===== src/rtl/rab_port_arb_fsm_if.sv =====
// Signal bundle between the requesting address channels, the RAB lookup and the
// port arbiter FSM. The FSM uses the slave view; the requester/lookup side uses master.
interface rab_port_arb_fsm_if #(
    parameter int NUM_PORTS  = 2,
    parameter int ADDR_WIDTH = 32,
    parameter int CNT_WIDTH  = 16
);
    logic [NUM_PORTS-1:0]  port_addr_valid;
    logic [NUM_PORTS-1:0]  port_skip;
    logic [NUM_PORTS-1:0]  port_sent;
    logic                  no_hit;
    logic                  multiple_hit;
    logic                  no_prot;
    logic [ADDR_WIDTH-1:0] out_addr;
    logic                  master_select;
    logic                  cnt_clr;

    logic [NUM_PORTS-1:0]  grant;
    logic                  busy;
    logic [NUM_PORTS-1:0]  port_accept;
    logic [NUM_PORTS-1:0]  port_drop;
    logic [ADDR_WIDTH-1:0] out_addr_reg;
    logic                  master_select_reg;
    logic                  int_miss;
    logic                  int_multi;
    logic                  int_prot;
    logic [CNT_WIDTH-1:0]  miss_cnt;

    modport slave (
        input  port_addr_valid, port_skip, port_sent,
        input  no_hit, multiple_hit, no_prot, out_addr, master_select, cnt_clr,
        output grant, busy, port_accept, port_drop, out_addr_reg, master_select_reg,
        output int_miss, int_multi, int_prot, miss_cnt
    );

    modport master (
        output port_addr_valid, port_skip, port_sent,
        output no_hit, multiple_hit, no_prot, out_addr, master_select, cnt_clr,
        input  grant, busy, port_accept, port_drop, out_addr_reg, master_select_reg,
        input  int_miss, int_multi, int_prot, miss_cnt
    );
endinterface


===== src/rtl/rab_port_arb_fsm.sv =====
// Round-robin N-port RAB control FSM: grants one address channel, waits LOOKUP_LAT
// cycles for the lookup, pulses accept/drop plus interrupts, then waits for sent.
module rab_port_arb_fsm #(
    parameter int NUM_PORTS  = 2,
    parameter int ADDR_WIDTH = 32,
    parameter int LOOKUP_LAT = 1,
    parameter int CNT_WIDTH  = 16
) (
    input  logic              s_axi_aclk,
    input  logic              s_axi_aresetn,
    rab_port_arb_fsm_if.slave bus
);
    localparam int PTR_W = (NUM_PORTS > 1) ? $clog2(NUM_PORTS) : 1;
    localparam int SUM_W = PTR_W + 1;
    localparam int LAT_W = $clog2(LOOKUP_LAT + 1);

    typedef enum logic [1:0] {
        ST_IDLE   = 2'd0,
        ST_LOOKUP = 2'd1,
        ST_WAIT   = 2'd2
    } state_e;

    state_e                r_state,       w_state_nxt;
    logic [NUM_PORTS-1:0]  r_grant,       w_grant_nxt;
    logic [PTR_W-1:0]      r_gnt_idx,     w_gnt_idx_nxt;
    logic [PTR_W-1:0]      r_rr_ptr,      w_rr_ptr_nxt;
    logic [LAT_W-1:0]      r_lat_cnt,     w_lat_cnt_nxt;
    logic                  r_busy,        w_busy_nxt;
    logic [NUM_PORTS-1:0]  r_accept,      w_accept_nxt;
    logic [NUM_PORTS-1:0]  r_drop,        w_drop_nxt;
    logic [ADDR_WIDTH-1:0] r_out_addr,    w_out_addr_nxt;
    logic                  r_msel,        w_msel_nxt;
    logic                  r_int_miss,    w_int_miss_nxt;
    logic                  r_int_multi,   w_int_multi_nxt;
    logic                  r_int_prot,    w_int_prot_nxt;
    logic [CNT_WIDTH-1:0]  r_miss_cnt,    w_miss_cnt_nxt;

    logic                  w_arb_hit;
    logic [PTR_W-1:0]      w_arb_idx;
    logic [SUM_W-1:0]      w_sum;
    logic [PTR_W-1:0]      w_cand;
    logic                  w_err;
    logic                  w_skip;
    logic                  w_sample;

    // First requester at or after r_rr_ptr, wrapping modulo NUM_PORTS.
    always_comb begin : p_arb
        w_arb_hit = 1'b0;
        w_arb_idx = '0;
        w_sum     = '0;
        w_cand    = '0;
        for (int i = 0; i < NUM_PORTS; i++) begin
            w_sum = {1'b0, r_rr_ptr} + SUM_W'(i);
            if (w_sum >= SUM_W'(NUM_PORTS)) w_sum = w_sum - SUM_W'(NUM_PORTS);
            w_cand = w_sum[PTR_W-1:0];
            if (!w_arb_hit && bus.port_addr_valid[w_cand]) begin
                w_arb_hit = 1'b1;
                w_arb_idx = w_cand;
            end
        end
    end

    // NOTE: state and outputs share one clocked process with non-blocking updates so
    // every register sees pre-edge values; all combinational logic lives in always_comb.
    always_ff @(posedge s_axi_aclk or negedge s_axi_aresetn) begin : p_state
        if (!s_axi_aresetn) begin
            r_state     <= ST_IDLE;
            r_grant     <= '0;
            r_gnt_idx   <= '0;
            r_rr_ptr    <= '0;
            r_lat_cnt   <= '0;
            r_busy      <= 1'b0;
            r_accept    <= '0;
            r_drop      <= '0;
            r_out_addr  <= '0;
            r_msel      <= 1'b0;
            r_int_miss  <= 1'b0;
            r_int_multi <= 1'b0;
            r_int_prot  <= 1'b0;
            r_miss_cnt  <= '0;
        end else begin
            r_state     <= w_state_nxt;
            r_grant     <= w_grant_nxt;
            r_gnt_idx   <= w_gnt_idx_nxt;
            r_rr_ptr    <= w_rr_ptr_nxt;
            r_lat_cnt   <= w_lat_cnt_nxt;
            r_busy      <= w_busy_nxt;
            r_accept    <= w_accept_nxt;
            r_drop      <= w_drop_nxt;
            r_out_addr  <= w_out_addr_nxt;
            r_msel      <= w_msel_nxt;
            r_int_miss  <= w_int_miss_nxt;
            r_int_multi <= w_int_multi_nxt;
            r_int_prot  <= w_int_prot_nxt;
            r_miss_cnt  <= w_miss_cnt_nxt;
        end
    end

    assign w_sample = (r_state == ST_LOOKUP) && (r_lat_cnt == LAT_W'(1));

    always_comb begin : p_next
        w_state_nxt = r_state;
        case (r_state)
            ST_IDLE:   if (w_arb_hit) w_state_nxt = ST_LOOKUP;
            ST_LOOKUP: if (w_sample) w_state_nxt = ST_WAIT;
            ST_WAIT:   if (bus.port_sent[r_gnt_idx]) w_state_nxt = ST_IDLE;
            default:   w_state_nxt = ST_IDLE;
        endcase
    end

    // NOTE: every output of this block gets a default before the case so that no
    // path leaves a variable unassigned and infers a latch.
    always_comb begin : p_out
        w_grant_nxt     = r_grant;
        w_gnt_idx_nxt   = r_gnt_idx;
        w_rr_ptr_nxt    = r_rr_ptr;
        w_lat_cnt_nxt   = r_lat_cnt;
        w_accept_nxt    = '0;
        w_drop_nxt      = '0;
        w_out_addr_nxt  = r_out_addr;
        w_msel_nxt      = r_msel;
        w_int_miss_nxt  = 1'b0;
        w_int_multi_nxt = 1'b0;
        w_int_prot_nxt  = 1'b0;
        w_miss_cnt_nxt  = r_miss_cnt;
        w_err  = bus.no_hit | bus.multiple_hit | ~bus.no_prot;
        w_skip = bus.port_skip[r_gnt_idx];

        case (r_state)
            ST_IDLE: begin
                w_grant_nxt = '0;
                if (w_arb_hit) begin
                    w_grant_nxt[w_arb_idx] = 1'b1;
                    w_gnt_idx_nxt          = w_arb_idx;
                    w_lat_cnt_nxt          = LAT_W'(LOOKUP_LAT);
                end
            end
            ST_LOOKUP: begin
                w_lat_cnt_nxt = r_lat_cnt - LAT_W'(1);
                if (w_sample) begin
                    w_drop_nxt[r_gnt_idx]   = w_skip | w_err;
                    w_accept_nxt[r_gnt_idx] = ~(w_skip | w_err);
                    w_int_miss_nxt          = ~w_skip & bus.no_hit;
                    w_int_multi_nxt         = ~w_skip & bus.multiple_hit;
                    w_int_prot_nxt          = ~w_skip & ~bus.no_prot;
                    w_out_addr_nxt          = bus.out_addr;
                    w_msel_nxt              = bus.master_select;
                end
            end
            ST_WAIT: begin
                if (bus.port_sent[r_gnt_idx]) begin
                    w_grant_nxt  = '0;
                    w_rr_ptr_nxt = (r_gnt_idx == PTR_W'(NUM_PORTS - 1)) ? '0
                                                                       : r_gnt_idx + PTR_W'(1);
                end
            end
            default: w_grant_nxt = '0;
        endcase

        // Clear wins over a simultaneous miss.
        if (bus.cnt_clr)
            w_miss_cnt_nxt = '0;
        else if (w_int_miss_nxt && (r_miss_cnt != {CNT_WIDTH{1'b1}}))
            w_miss_cnt_nxt = r_miss_cnt + CNT_WIDTH'(1);

        w_busy_nxt = (w_state_nxt != ST_IDLE);
    end

    assign bus.grant             = r_grant;
    assign bus.busy              = r_busy;
    assign bus.port_accept       = r_accept;
    assign bus.port_drop         = r_drop;
    assign bus.out_addr_reg      = r_out_addr;
    assign bus.master_select_reg = r_msel;
    assign bus.int_miss          = r_int_miss;
    assign bus.int_multi         = r_int_multi;
    assign bus.int_prot          = r_int_prot;
    assign bus.miss_cnt          = r_miss_cnt;
endmodule

===== src/flat_wrapper.sv =====
// flat-port wrapper written by rule: the top's interface ports become plain ports
module rab_port_arb_fsm_flat 
#(
    parameter int NUM_PORTS  = 2,
    parameter int ADDR_WIDTH = 32,
    parameter int LOOKUP_LAT = 1,
    parameter int CNT_WIDTH  = 16
)
  (s_axi_aclk, s_axi_aresetn, bus_port_addr_valid, bus_port_skip, bus_port_sent, bus_no_hit, bus_multiple_hit, bus_no_prot, bus_out_addr, bus_master_select, bus_cnt_clr, bus_grant, bus_busy, bus_port_accept, bus_port_drop, bus_out_addr_reg, bus_master_select_reg, bus_int_miss, bus_int_multi, bus_int_prot, bus_miss_cnt);
  rab_port_arb_fsm_if #(.NUM_PORTS(NUM_PORTS), .ADDR_WIDTH(ADDR_WIDTH), .CNT_WIDTH(CNT_WIDTH)) bus_i ();
  input  logic s_axi_aclk;
  input  logic s_axi_aresetn;
  input wire logic [$bits(bus_i.port_addr_valid)-1:0] bus_port_addr_valid;
  input wire logic [$bits(bus_i.port_skip)-1:0] bus_port_skip;
  input wire logic [$bits(bus_i.port_sent)-1:0] bus_port_sent;
  input wire logic [$bits(bus_i.no_hit)-1:0] bus_no_hit;
  input wire logic [$bits(bus_i.multiple_hit)-1:0] bus_multiple_hit;
  input wire logic [$bits(bus_i.no_prot)-1:0] bus_no_prot;
  input wire logic [$bits(bus_i.out_addr)-1:0] bus_out_addr;
  input wire logic [$bits(bus_i.master_select)-1:0] bus_master_select;
  input wire logic [$bits(bus_i.cnt_clr)-1:0] bus_cnt_clr;
  output wire logic [$bits(bus_i.grant)-1:0] bus_grant;
  output wire logic [$bits(bus_i.busy)-1:0] bus_busy;
  output wire logic [$bits(bus_i.port_accept)-1:0] bus_port_accept;
  output wire logic [$bits(bus_i.port_drop)-1:0] bus_port_drop;
  output wire logic [$bits(bus_i.out_addr_reg)-1:0] bus_out_addr_reg;
  output wire logic [$bits(bus_i.master_select_reg)-1:0] bus_master_select_reg;
  output wire logic [$bits(bus_i.int_miss)-1:0] bus_int_miss;
  output wire logic [$bits(bus_i.int_multi)-1:0] bus_int_multi;
  output wire logic [$bits(bus_i.int_prot)-1:0] bus_int_prot;
  output wire logic [$bits(bus_i.miss_cnt)-1:0] bus_miss_cnt;
  assign bus_i.port_addr_valid = bus_port_addr_valid;
  assign bus_i.port_skip = bus_port_skip;
  assign bus_i.port_sent = bus_port_sent;
  assign bus_i.no_hit = bus_no_hit;
  assign bus_i.multiple_hit = bus_multiple_hit;
  assign bus_i.no_prot = bus_no_prot;
  assign bus_i.out_addr = bus_out_addr;
  assign bus_i.master_select = bus_master_select;
  assign bus_i.cnt_clr = bus_cnt_clr;
  assign bus_grant = bus_i.grant;
  assign bus_busy = bus_i.busy;
  assign bus_port_accept = bus_i.port_accept;
  assign bus_port_drop = bus_i.port_drop;
  assign bus_out_addr_reg = bus_i.out_addr_reg;
  assign bus_master_select_reg = bus_i.master_select_reg;
  assign bus_int_miss = bus_i.int_miss;
  assign bus_int_multi = bus_i.int_multi;
  assign bus_int_prot = bus_i.int_prot;
  assign bus_miss_cnt = bus_i.miss_cnt;
  rab_port_arb_fsm #(.NUM_PORTS(NUM_PORTS), .ADDR_WIDTH(ADDR_WIDTH), .LOOKUP_LAT(LOOKUP_LAT), .CNT_WIDTH(CNT_WIDTH)) u_core (.s_axi_aclk(s_axi_aclk), .s_axi_aresetn(s_axi_aresetn), .bus(bus_i));
endmodule

===== config.mk =====
export PLATFORM = sky130hd
export DESIGN_NAME = rab_port_arb_fsm_flat
export DESIGN_NICKNAME = d
export VERILOG_FILES = /design/src/rtl/rab_port_arb_fsm_if.sv /design/src/rtl/rab_port_arb_fsm.sv /design/src/flat_wrapper.sv
export SDC_FILE = /design/constraint.sdc
export NUM_CORES = 1
export LEC_CHECK = 0
export CAP_MARGIN = 20
export CORE_UTILIZATION = 41
export CTS_BUF_LIST = sky130_fd_sc_hd__clkbuf_2
export CTS_CLUSTER_DIAMETER = 100
export DETAILED_ROUTE_END_ITERATION = 8
export MAX_ROUTING_LAYER = met4
export PLACE_DENSITY = 0.82
export SLEW_MARGIN = 40
export SYNTH_ARGS = -nofsm -noshare
export SYNTH_HDL_FRONTEND = slang
export SYNTH_SLANG_ARGS = --single-unit

===== constraint.sdc =====
create_clock -name s_axi_aclk -period 2.2 [get_ports s_axi_aclk]
set_input_delay 0.33 -clock s_axi_aclk [delete_from_list [all_inputs] [get_ports s_axi_aclk]]
set_output_delay 0.33 -clock s_axi_aclk [all_outputs]
set_load 0.01 [all_outputs]

Yosys cells after proc, flatten, opt, wreduce, memory -nomap -nowiden
Cells that the tools add are included.
{"block": "word_totals", "regBits": 64, "inputBits": 45, "output_inout_bits": 59, "word_cells": 100}
{"block": "op_classes", "add_sub_neg": 6, "magnitude_cmp": 8, "n_eq_ne": 5, "n_mux": 40, "bitwise": 12, "n_reduce_logical": 15}
{"operator": "$mux 16", "count": 2}
{"operator": "$mux 1", "count": 24}
{"operator": "$mux 2", "count": 9}
{"operator": "$add 16x1->16 const B", "count": 1}
{"operator": "$ne 16x16->1 const B", "count": 1}
{"operator": "$pmux 2 s3", "count": 2}
{"operator": "$reduce_and 2->1", "count": 5}
{"operator": "$lt 1x2->1 const B", "count": 4}
{"operator": "$reduce_bool 2->1", "count": 3}
{"operator": "$logic_and 1x1->1", "count": 5}
{"operator": "$and 2x2->2", "count": 2}
{"operator": "$ne 2x1->1 const B", "count": 2}
{"operator": "$not 1->1", "count": 4}
{"operator": "$and 1x1->1", "count": 3}
{"operator": "$or 1x1->1", "count": 3}
{"operator": "$sub 1x1->1 const B", "count": 3}
{"operator": "$add 1x1->2 const B", "count": 1}
{"operator": "$demux 1 s1", "count": 2}
{"operator": "$eq 2x1->1 const B", "count": 1}
{"operator": "$eq 2x2->1 const B", "count": 1}
{"operator": "$ge 1x1->1 const B", "count": 2}
{"operator": "$ge 1x2->1 const B", "count": 1}
{"operator": "$ge 2x2->1 const B", "count": 1}
{"operator": "$logic_not 2->1", "count": 1}
{"operator": "3 further kinds", "count": 3}

Longest topological paths before layout
Gate-level depths: netlist of run 1.
{"block": "depth", "word_depth": 14, "mapped_depth": 7, "mapped_depth_nobuf": 5}

Worst setup path before layout of run 1
OpenSTA, ideal clock, no wires.
{"block": "synth_timing", "kind": "register -> register", "startpoint": "reg u_core.r_gnt_idx", "endpoint": "reg u_core.r_miss_cnt[11] (netlist: u_core.bus.miss_cnt[11])", "setup_time_ns": 0.078, "arrival_time_ns": 2.058, "required_ns": 2.122, "path_slack_ns": 0.064, "stages_incl_launch_ff": 7, "cell_sequence": "dfrtp_1 > buf_6 > mux2_4 > or4_4 > buf_6 > or4_1 > a21oi_1"}
{"block": "synth_between", "elab_chain_len": 8}
{"item": "start: declaration", "line_no": "rab_port_arb_fsm.sv:25", "text": "logic [PTR_W-1:0] r_gnt_idx, w_gnt_idx_nxt;"}
{"item": "start signal: assignment", "line_no": "rab_port_arb_fsm.sv:84", "text": "r_gnt_idx <= w_gnt_idx_nxt;"}
{"item": "$mux 1 (implied by the code) (2 in a row)", "line_no": "rab_port_arb_fsm.sv:127", "text": "w_skip = bus.port_skip[r_gnt_idx];"}
{"item": "$not 1->1", "line_no": "rab_port_arb_fsm.sv:143", "text": "w_int_miss_nxt = ~w_skip & bus.no_hit;"}
{"item": "$and 1x1->1", "line_no": "rab_port_arb_fsm.sv:143"}
{"item": "$mux 1", "line_no": "rab_port_arb_fsm.sv:140", "text": "if (w_sample) begin"}
{"item": "$mux 1", "line_no": "rab_port_arb_fsm.sv:129", "text": "case (r_state)"}
{"item": "$logic_and 1x1->1", "line_no": "rab_port_arb_fsm.sv:163", "text": "else if (w_int_miss_nxt && (r_miss_cnt != {CNT_WIDTH{1'b1}}))"}
{"item": "$reduce_bool 2->1 (no line)"}
{"item": "end signal: assignment", "line_no": "rab_port_arb_fsm.sv:95", "text": "r_miss_cnt <= w_miss_cnt_nxt;"}
{"item": "end: declaration", "line_no": "rab_port_arb_fsm.sv:36", "text": "logic [CNT_WIDTH-1:0] r_miss_cnt, w_miss_cnt_nxt;"}
Every way passes these cells. The select of a mux whose other input is x is not followed.
A chain may end at the register's enable or synchronous reset.

Worst setup path after layout of run 1
Ends and elaborated chain as after synthesis.

==> flow_summary.html, run 1 <==
<table>
<tr><th>Metric</th><th>Value</th></tr>
<tr><th colspan="2">Power</th></tr>
<tr><td>Share of total power consumed by net switching</td><td>0.361</td></tr>
<tr><td>Leakage power summed over all cells</td><td>1.87 nW</td></tr>
<tr><td>Internal Pwr Total</td><td>2.81 mW</td></tr>
<tr><td>Sw power</td><td>1.59 mW</td></tr>
<tr><td>Proportion of power drawn by combinational gates</td><td>0.434</td></tr>
<tr><td>Highest ir drop seen on vdd</td><td>0.589 mV</td></tr>
<tr><td>Total power</td><td>4.40 mW</td></tr>
<tr><td>Part of the total power dissipated in the clock network</td><td>0.159</td></tr>
<tr><td>Sequential group share of total power</td><td>0.407</td></tr>
<tr><td>Power density relative to cell area</td><td>1070 mW/mm²</td></tr>
<tr><th colspan="2">Synthesis</th></tr>
<tr><td>YS warnings</td><td>0</td></tr>
<tr><td>Main area contributors after synthesis</td><td>dfrtp_1 57%, nand2_1 15%, a21oi_1 2.5%, o31ai_1 2.4%, nand4_1 1.8%</td></tr>
<tr><td>Post-synthesis cell type with the largest combined area</td><td>dfrtp_1</td></tr>
<tr><td>Mapped Nets</td><td>352</td></tr>
<tr><td>Async set or reset register ratio after synthesis</td><td>1.00</td></tr>
<tr><td>Most frequent cells after synthesis</td><td>114 x nand2_1, 64 x dfrtp_1, 14 x a21oi_1</td></tr>
<tr><td>EDFF count, synth</td><td>0</td></tr>
<tr><td>Cells after synthesis</td><td>306</td></tr>
<tr><td>Area share of the largest cell type after synthesis</td><td>0.570</td></tr>
<tr><td>Register bit total from synthesis</td><td>64</td></tr>
<tr><td>Flip-flop cell with the highest count after synthesis</td><td>dfrtp_1</td></tr>
<tr><td>Sequential area share after synthesis</td><td>0.570</td></tr>
<tr><td>Syn avg cell area</td><td>9.18 µm²</td></tr>
<tr><td>Unique cell type count in the Yosys netlist</td><td>33</td></tr>
<tr><td>Most repeated cell in the gate-level netlist after synthesis</td><td>nand2_1</td></tr>
<tr><td>Mapped cell area</td><td>0.00281 mm²</td></tr>
<tr><th colspan="2">CTS</th></tr>
<tr><td>Post-CTS Setup Bufs</td><td>0</td></tr>
<tr><td>CTS Root Buffer Type</td><td>clkbuf_2</td></tr>
<tr><td>Clock latency on the worst-skew pair</td><td>0.48 ns</td></tr>
<tr><td>Number of clock sinks</td><td>64</td></tr>
<tr><td>Number of H-tree levels</td><td>3</td></tr>
<tr><td>Maximum count of clock buffers along a single path</td><td>2</td></tr>
<tr><td>Clock transition at path regs</td><td>0.19 ns</td></tr>
<tr><td>Clock tree from TritonCTS</td><td>done</td></tr>
<tr><td>Post-CTS Hold Fix Bufs</td><td>1</td></tr>
<tr><td>Resized Gates After CTS</td><td>0</td></tr>
<tr><td>CTS buffer count</td><td>9</td></tr>
<tr><th colspan="2">Die</th></tr>
<tr><td>Top-level port count</td><td>104</td></tr>
<tr><td>Die area</td><td>0.00718 mm²</td></tr>
<tr><td>Overall die height</td><td>84.8 µm</td></tr>
<tr><td>Core outline area</td><td>0.00649 mm²</td></tr>
<tr><td>Horizontal extent of the die</td><td>84.8 µm</td></tr>
<tr><td>Number of placement rows</td><td>29</td></tr>
<tr><td>Initial Utilization</td><td>0.432</td></tr>
<tr><th colspan="2">Cells and area</th></tr>
<tr><td>Number of nets in the final layout</td><td>467</td></tr>
<tr><td>Sequential cell area</td><td>0.00160 mm²</td></tr>
<tr><td>Final standard cell utilization of the core</td><td>0.633</td></tr>
<tr><td>Footprint of the multi-input gates</td><td>0.00111 mm²</td></tr>
<tr><td>Area growth from synthesis to layout</td><td>46.4%</td></tr>
<tr><td>Fraction of final layout cells sized beyond drive strength 1</td><td>0.0822</td></tr>
<tr><td>Flip-flop count of the largest register after layout</td><td>32</td></tr>
<tr><td>Filler instances</td><td>528</td></tr>
<tr><td>Number of antenna diodes</td><td>0</td></tr>
<tr><th colspan="2">Worst setup path</th></tr>
<tr><td>Critical setup path kind</td><td>reg2reg</td></tr>
<tr><td>Max Fanout on Critical Path</td><td>4</td></tr>
<tr><td>Number of buffers and inverters on the critical path</td><td>0</td></tr>
<tr><td>CP peak stage delay</td><td>0.57 ns</td></tr>
<tr><td>Kind of end point of the critical path</td><td>register</td></tr>
<tr><td>WP data required</td><td>2.60 ns</td></tr>
<tr><td>Crit path DAT</td><td>2.46 ns</td></tr>
<tr><td>Chain of cells forming the critical path</td><td>mux2_4 &gt; or4_4 &gt; or4_1 &gt; a21oi_1</td></tr>
<tr><td>Family with the most delay on the worst path</td><td>simple AND/OR/NAND/NOR gates</td></tr>
<tr><td>Startpoint class of the critical path</td><td>register</td></tr>
<tr><td>Cell at the slowest stage of the critical path</td><td>or4_4</td></tr>
<tr><th colspan="2">Timing</th></tr>
<tr><td>Worst hold slack across all endpoints</td><td>0.335 ns</td></tr>
<tr><td>Slack of the critical path</td><td>0.139 ns</td></tr>
<tr><td>Maximum clock rate</td><td>485 MHz</td></tr>
<tr><td>Slew headroom</td><td>0.534</td></tr>
<tr><td>Final cycle utilization of the critical path</td><td>0.937</td></tr>
<tr><td>Hold violation count in the final report</td><td>0</td></tr>
<tr><td>Clock period minus worst slack</td><td>2.06 ns</td></tr>
<tr><td>Number of setup violations in the final report</td><td>0</td></tr>
<tr><td>Clk_skew</td><td>0.0205 ns</td></tr>
<tr><td>Unrepaired setup endpoints after global routing</td><td>no</td></tr>
<tr><td>Worst slew pin tran</td><td>0.694 ns</td></tr>
<tr><td>Fin. max-slew vios</td><td>0</td></tr>
<tr><th colspan="2">GRT</th></tr>
<tr><td>Global-route wire length before repair</td><td>11.7 mm</td></tr>
<tr><td>Number of global-route vias before repair</td><td>2550</td></tr>
<tr><td>GRT overflow</td><td>0</td></tr>
<tr><td>Overall fraction of global-route tracks in use</td><td>0.215</td></tr>
<tr><td>Number of antenna violations at the first check in global routing</td><td>0</td></tr>
<tr><td>Maximum number of pins on one net before global-route repair</td><td>65</td></tr>
<tr><th colspan="2">Routing</th></tr>
<tr><td>Drc violations</td><td>8</td></tr>
<tr><td>Number of nets with antenna violations after routing</td><td>0</td></tr>
<tr><td>Routed via count divided by cell count</td><td>5.09</td></tr>
<tr><td>Final WL</td><td>6.98 mm</td></tr>
<tr><td>Number of iterations in the first detailed-routing pass</td><td>6</td></tr>
<tr><td>Vias after detailed routing</td><td>2561</td></tr>
<tr><td>Initial drt markers</td><td>165</td></tr>
<tr><td>Average routed wire per standard cell</td><td>13.9 µm</td></tr>
<tr><th colspan="2">Place</th></tr>
<tr><td>Pre-CTS setup slack</td><td>-0.164 ns</td></tr>
<tr><td>Number of buffers added on ports</td><td>103</td></tr>
<tr><td>Last weighted congestion value of the routability-driven placer</td><td>0.873</td></tr>
<tr><td>Sum of net half-perimeters after detailed placement</td><td>4.98 mm</td></tr>
<tr><th colspan="2">Outcome</th></tr>
<tr><td>Status</td><td>complete, but fails checks</td></tr>
<tr><td>Violations in the final reports</td><td>DRC</td></tr>
<tr><th colspan="2">Min path</th></tr>
<tr><td>Worst min path class</td><td>in2async</td></tr>
<tr><th colspan="2">Job</th></tr>
<tr><td>Number of maximum-capacitance constraint violations</td><td>0</td></tr>
</table>
==> worst min-delay path, delay by kind of cell <==
family	cells	cell delay, ns
buffers and inverters	3	0.91
==> kinds of logic after synthesis <==
kind of cell    after synthesis  share of synthesized area
compound gates               36                     0.0758
simple gates                176                      0.286
mux                           7                     0.0281
fa+ha+maj                     1                    0.00446
buf+inv                      22                     0.0352
flops                        64                      0.570
==> metrics by stage <==
stage	cell area [µm²]	std cells	setup TNS (ns)
floorplan	2810	306	0
global placement	3980	486	-0.259
detailed placement	3980	486	-0.487
CTS	4110	503	0
global route	4110	503	0
finish	4110	503	0
==> power groups by stage <==
| stage | logic [mW] | clock network, mW | registers (mW) |
|---|---|---|---|
| floorplan | 0.778 | 0 | 1.95 |
| global placement | 1.89 | 0 | 1.79 |
| detailed placement | 1.93 | 0 | 1.82 |
| CTS | 1.94 | 0.725 | 1.79 |
| global route | 2.11 | 0.790 | 1.84 |
| finish | 1.91 | 0.697 | 1.79 |
==> cell usage in the layout, fill, tap and decap left out, drive strengths merged, types with 5 or more instances in the layout <==
cell type and count:
buf 16, nor2 7, and3 5, a21oi 14, or4 7, nand4 8, nor2b 5, nor3 5
o31ai 9, o21ai 8, nand2 114, clkbuf 9, nand3 8, dfrtp 64, clkdlybuf4s50 102, nor4 6
inv 7
==> layout make-up <==
cell class | count | share of cell area
repair buffers | 119 | 0.282
multi-input cells | 220 | 0.269
flip-flops and latches | 64 | 0.390
well taps | 77 | 0.0234
clock inverters | 7 | 0.0177
clock buffers | 9 | 0.0110
inverters | 7 | 0.00639
==> per-layer routing <==
layer  track usage  share of wire  vias to the layer above
li1              -              -                     1261
met3        0.0354          0.061                       16
met1         0.250           0.41                     1193
met5             -              0                        -
met4         0.131          0.027                        0
met2         0.350           0.51                       91
==> path summary, 6_finish.rpt <==
kind | endpoint | depth (start not counted) | slack, ns | from
min in group s_axi_aclk | u_core.bus.out_addr_reg[25] | 3 | 0.35 | bus_out_addr[25]
max in group asynchronous | u_core.bus.miss_cnt[13] | 3 | 1.54 | s_axi_aresetn
max reg2reg | u_core.bus.miss_cnt[11] | 4 | 0.14 | u_core.r_gnt_idx
max | u_core.bus.miss_cnt[11] | 4 | 0.14 | u_core.r_gnt_idx
min reg2reg | u_core.bus.out_addr_reg[22] | 2 | 0.50 | u_core.bus.out_addr_reg[22]
min | u_core.bus.miss_cnt[5] | 3 | 0.33 | s_axi_aresetn
No activity file was read; power rests on OpenSTA's default activity.
==> run 2: changes to the inputs <==
Settings changed: SLEW_MARGIN 40 to default.
==> results of run 2 <==
The final DEF is identical to that of run 1; final timing and power are the same.
==> run 3: changes to the inputs <==
Settings changed: CORE_MARGIN from default to 3.
==> run 3 against run 2 <==
The run now ends clean. First-iteration DRC count fell by 0.61%. Sequential cell count did not move. Core utilization did not move. Sequential share of layout area did not move. Clock power fell by 4.2%. Global-route usage fell by 2.5 points. Via count rose by 1.9%. Critical path type unchanged. Critical endpoint is now u_core.bus.miss_cnt[8]. Largest cell class unchanged. Largest power group unchanged.
==> flow_summary.html, run 3 (synthesized netlist as in run 1, its figures left out) <==
<table>
<tr><th>Metric</th><th>Value</th></tr>
<tr><th colspan="2">Outcome</th></tr>
<tr><td>Status</td><td>complete, no violations</td></tr>
<tr><th colspan="2">Worst setup path</th></tr>
<tr><td>Kind of end point of the critical path</td><td>register</td></tr>
<tr><td>Startpoint class of the critical path</td><td>register</td></tr>
<tr><td>Family with the most delay on the worst path</td><td>multiplexers</td></tr>
<tr><td>Critical setup path kind</td><td>reg2reg</td></tr>
<tr><td>Number of cells on the worst reg-to-reg path</td><td>5</td></tr>
<tr><td>Cell count along the critical path</td><td>5</td></tr>
<tr><td>RR Startpoint</td><td>u_core.r_gnt_idx</td></tr>
<tr><td>Minimum setup slack among reg-to-reg paths</td><td>0.05 ns</td></tr>
<tr><td>Crit path launch</td><td>u_core.r_gnt_idx</td></tr>
<tr><td>Crit path DAT</td><td>2.51 ns</td></tr>
<tr><td>Endpoint of the worst register-to-register path</td><td>u_core.bus.miss_cnt[8]</td></tr>
<tr><td>Cell at the slowest stage of the critical path</td><td>dfrtp_1</td></tr>
<tr><td>Chain of cells forming the critical path</td><td>buf_4 &gt; mux2i_1 &gt; nand4_1 &gt; nor4_1 &gt; mux2_1</td></tr>
<tr><td>Max Fanout on Critical Path</td><td>7</td></tr>
<tr><td>WP data required</td><td>2.56 ns</td></tr>
<tr><td>Number of buffers and inverters on the critical path</td><td>1</td></tr>
<tr><td>Capturing instance or port of the critical path</td><td>u_core.bus.miss_cnt[8]</td></tr>
<tr><td>CP peak stage delay</td><td>0.42 ns</td></tr>
<tr><th colspan="2">Die</th></tr>
<tr><td>Initial Utilization</td><td>0.432</td></tr>
<tr><td>Overall die height</td><td>88.8 µm</td></tr>
<tr><td>Die area</td><td>0.00788 mm²</td></tr>
<tr><td>Core outline area</td><td>0.00649 mm²</td></tr>
<tr><td>Number of placement rows</td><td>29</td></tr>
<tr><td>Top-level port count</td><td>104</td></tr>
<tr><td>Horizontal extent of the die</td><td>88.8 µm</td></tr>
<tr><th colspan="2">Cells and area</th></tr>
<tr><td>Flip-flop count of the largest register after layout</td><td>32</td></tr>
<tr><td>Most common cell after layout, fill and taps aside</td><td>nand2_1</td></tr>
<tr><td>Area growth from synthesis to layout</td><td>46.4%</td></tr>
<tr><td>Commonest cells after routing, fill and taps aside</td><td>114 x nand2_1, 102 x clkdlybuf4s50_1, 64 x dfrtp_1</td></tr>
<tr><td>Final standard cell utilization of the core</td><td>0.633</td></tr>
<tr><td>Fraction of final layout cells sized beyond drive strength 1</td><td>0.0847</td></tr>
<tr><td>Number of antenna diodes</td><td>0</td></tr>
<tr><td>Filler instances</td><td>529</td></tr>
<tr><td>Number of nets in the final layout</td><td>467</td></tr>
<tr><td>Footprint of the multi-input gates</td><td>0.00112 mm²</td></tr>
<tr><td>Sequential cell area</td><td>0.00160 mm²</td></tr>
<tr><th colspan="2">Timing</th></tr>
<tr><td>Final cycle utilization of the critical path</td><td>0.976</td></tr>
<tr><td>Slack of the critical path</td><td>0.0535 ns</td></tr>
<tr><td>Unrepaired setup endpoints after global routing</td><td>yes</td></tr>
<tr><td>Maximum clock rate</td><td>466 MHz</td></tr>
<tr><td>Clk_skew</td><td>0.0245 ns</td></tr>
<tr><td>Slew headroom</td><td>0.581</td></tr>
<tr><td>Clock period minus worst slack</td><td>2.15 ns</td></tr>
<tr><td>Total negative setup slack</td><td>0 ns</td></tr>
<tr><td>Worst slew pin tran</td><td>0.624 ns</td></tr>
<tr><td>Fin. max-slew vios</td><td>0</td></tr>
<tr><td>Number of setup violations in the final report</td><td>0</td></tr>
<tr><td>Hold violation count in the final report</td><td>0</td></tr>
<tr><th colspan="2">GRT</th></tr>
<tr><td>Number of antenna violations at the first check in global routing</td><td>0</td></tr>
<tr><td>Number of global-route vias before repair</td><td>2434</td></tr>
<tr><td>GRT overflow</td><td>0</td></tr>
<tr><td>Global-route wire length before repair</td><td>11.3 mm</td></tr>
<tr><td>Overall fraction of global-route tracks in use</td><td>0.191</td></tr>
<tr><td>Maximum number of pins on one net before global-route repair</td><td>65</td></tr>
<tr><th colspan="2">Routing</th></tr>
<tr><td>Initial drt markers</td><td>164</td></tr>
<tr><td>Number of iterations in the first detailed-routing pass</td><td>4</td></tr>
<tr><td>Drc violations</td><td>0</td></tr>
<tr><td>Vias after detailed routing</td><td>2610</td></tr>
<tr><td>Final WL</td><td>7.30 mm</td></tr>
<tr><td>Average routed wire per standard cell</td><td>14.5 µm</td></tr>
<tr><td>Number of nets with antenna violations after routing</td><td>0</td></tr>
<tr><td>Routed via count divided by cell count</td><td>5.20</td></tr>
<tr><th colspan="2">CTS</th></tr>
<tr><td>CTS Root Buffer Type</td><td>clkbuf_2</td></tr>
<tr><td>Number of H-tree levels</td><td>3</td></tr>
<tr><td>Post-CTS Setup Bufs</td><td>0</td></tr>
<tr><td>CTS buffer count</td><td>9</td></tr>
<tr><td>Clock transition at path regs</td><td>0.19 ns</td></tr>
<tr><td>Number of clock sinks</td><td>64</td></tr>
<tr><td>Maximum count of clock buffers along a single path</td><td>2</td></tr>
<tr><td>Clock tree from TritonCTS</td><td>done</td></tr>
<tr><td>Clock latency on the worst-skew pair</td><td>0.46 ns</td></tr>
<tr><th colspan="2">Place</th></tr>
<tr><td>Sum of net half-perimeters after detailed placement</td><td>5.36 mm</td></tr>
<tr><td>Number of buffers added on ports</td><td>103</td></tr>
<tr><td>Pre-CTS setup slack</td><td>-0.136 ns</td></tr>
<tr><td>Last weighted congestion value of the routability-driven placer</td><td>0.866</td></tr>
<tr><th colspan="2">Job</th></tr>
<tr><td>Number of maximum-capacitance constraint violations</td><td>0</td></tr>
<tr><th colspan="2">Power</th></tr>
<tr><td>Power density relative to cell area</td><td>1070 mW/mm²</td></tr>
<tr><td>Leakage power summed over all cells</td><td>1.87 nW</td></tr>
<tr><td>Highest ir drop seen on vdd</td><td>0.654 mV</td></tr>
<tr><th colspan="2">Min path</th></tr>
<tr><td>Worst min path class</td><td>in2reg</td></tr>
</table>
## run 3: cell types whose count changed in the layout (fill, tap and decap cells not counted), sizes merged
cell,delta
clkinvlp,-1
## run 3: worst min-delay path by stage
stage | start | end | slack, ns | cells past startpoint
6_report | bus_out_addr[20] | u_core.bus.out_addr_reg[20] | 0.36 | 3
5_1_grt | bus_out_addr[23] | u_core.bus.out_addr_reg[23] | 0.32 | 3
4_1_cts | bus_out_addr[27] | u_core.bus.out_addr_reg[27] | 0.32 | 3
3_5_place_dp | s_axi_aresetn | u_core.bus.out_addr_reg[22] | 0.36 | 2
3_3_place_gp | s_axi_aresetn | u_core.bus.out_addr_reg[22] | 0.37 | 2
2_1_floorplan | s_axi_aresetn | u_core.bus.busy | 0.03 | 0
## run 3: worst reg2reg max path, delay by kind of cell, from the launching register on
family,cells,cell delay [ns]
muxes,2,0.76
DFF,1,0.42
buffers and inverters,1,0.17
and+or+nand+nor,2,0.70
## run 3: routing by layer
layer,vias to the layer above,wire length (µm),global-route usage
met2,81,3950,0.324
met4,0,91,0.0783
li1,1271,-,-
met5,-,0,-
met1,1248,2980,0.231
met3,10,279,0.0196
## run 3: cell type report
class / instances / area share
flip-flops and latches: 64 / 0.390
repair buffers: 119 / 0.282
multi-input cells: 220 / 0.272
well taps: 77 / 0.0234
clock inverters: 6 / 0.0149
clock buffers: 9 / 0.0110
inverters: 7 / 0.00639
## run 3: timing repair
item	4_1_cts	5_1_grt
gates resized for setup	0	2
hold buffers	1	0
endpoints found under the hold margin	64	0
endpoints found under the setup margin	0	3
## run 3: power breakdown
part           internal [mW]  switching (mW)
Clock                  0.252           0.416
Sequential              1.57           0.228
Combinational          0.981           0.947
Total                   2.80            1.59
## run 3: metrics by stage
step | hold WS (ns) | instances | total power [mW] | cell area, µm²
floorplan | 0.0344 | 306 | 2.73 | 2810
global placement | 0.371 | 486 | 3.70 | 3980
detailed placement | 0.363 | 486 | 3.77 | 3980
CTS | 0.323 | 502 | 4.44 | 4100
global route | 0.319 | 502 | 4.73 | 4110
finish | 0.359 | 502 | 4.39 | 4110
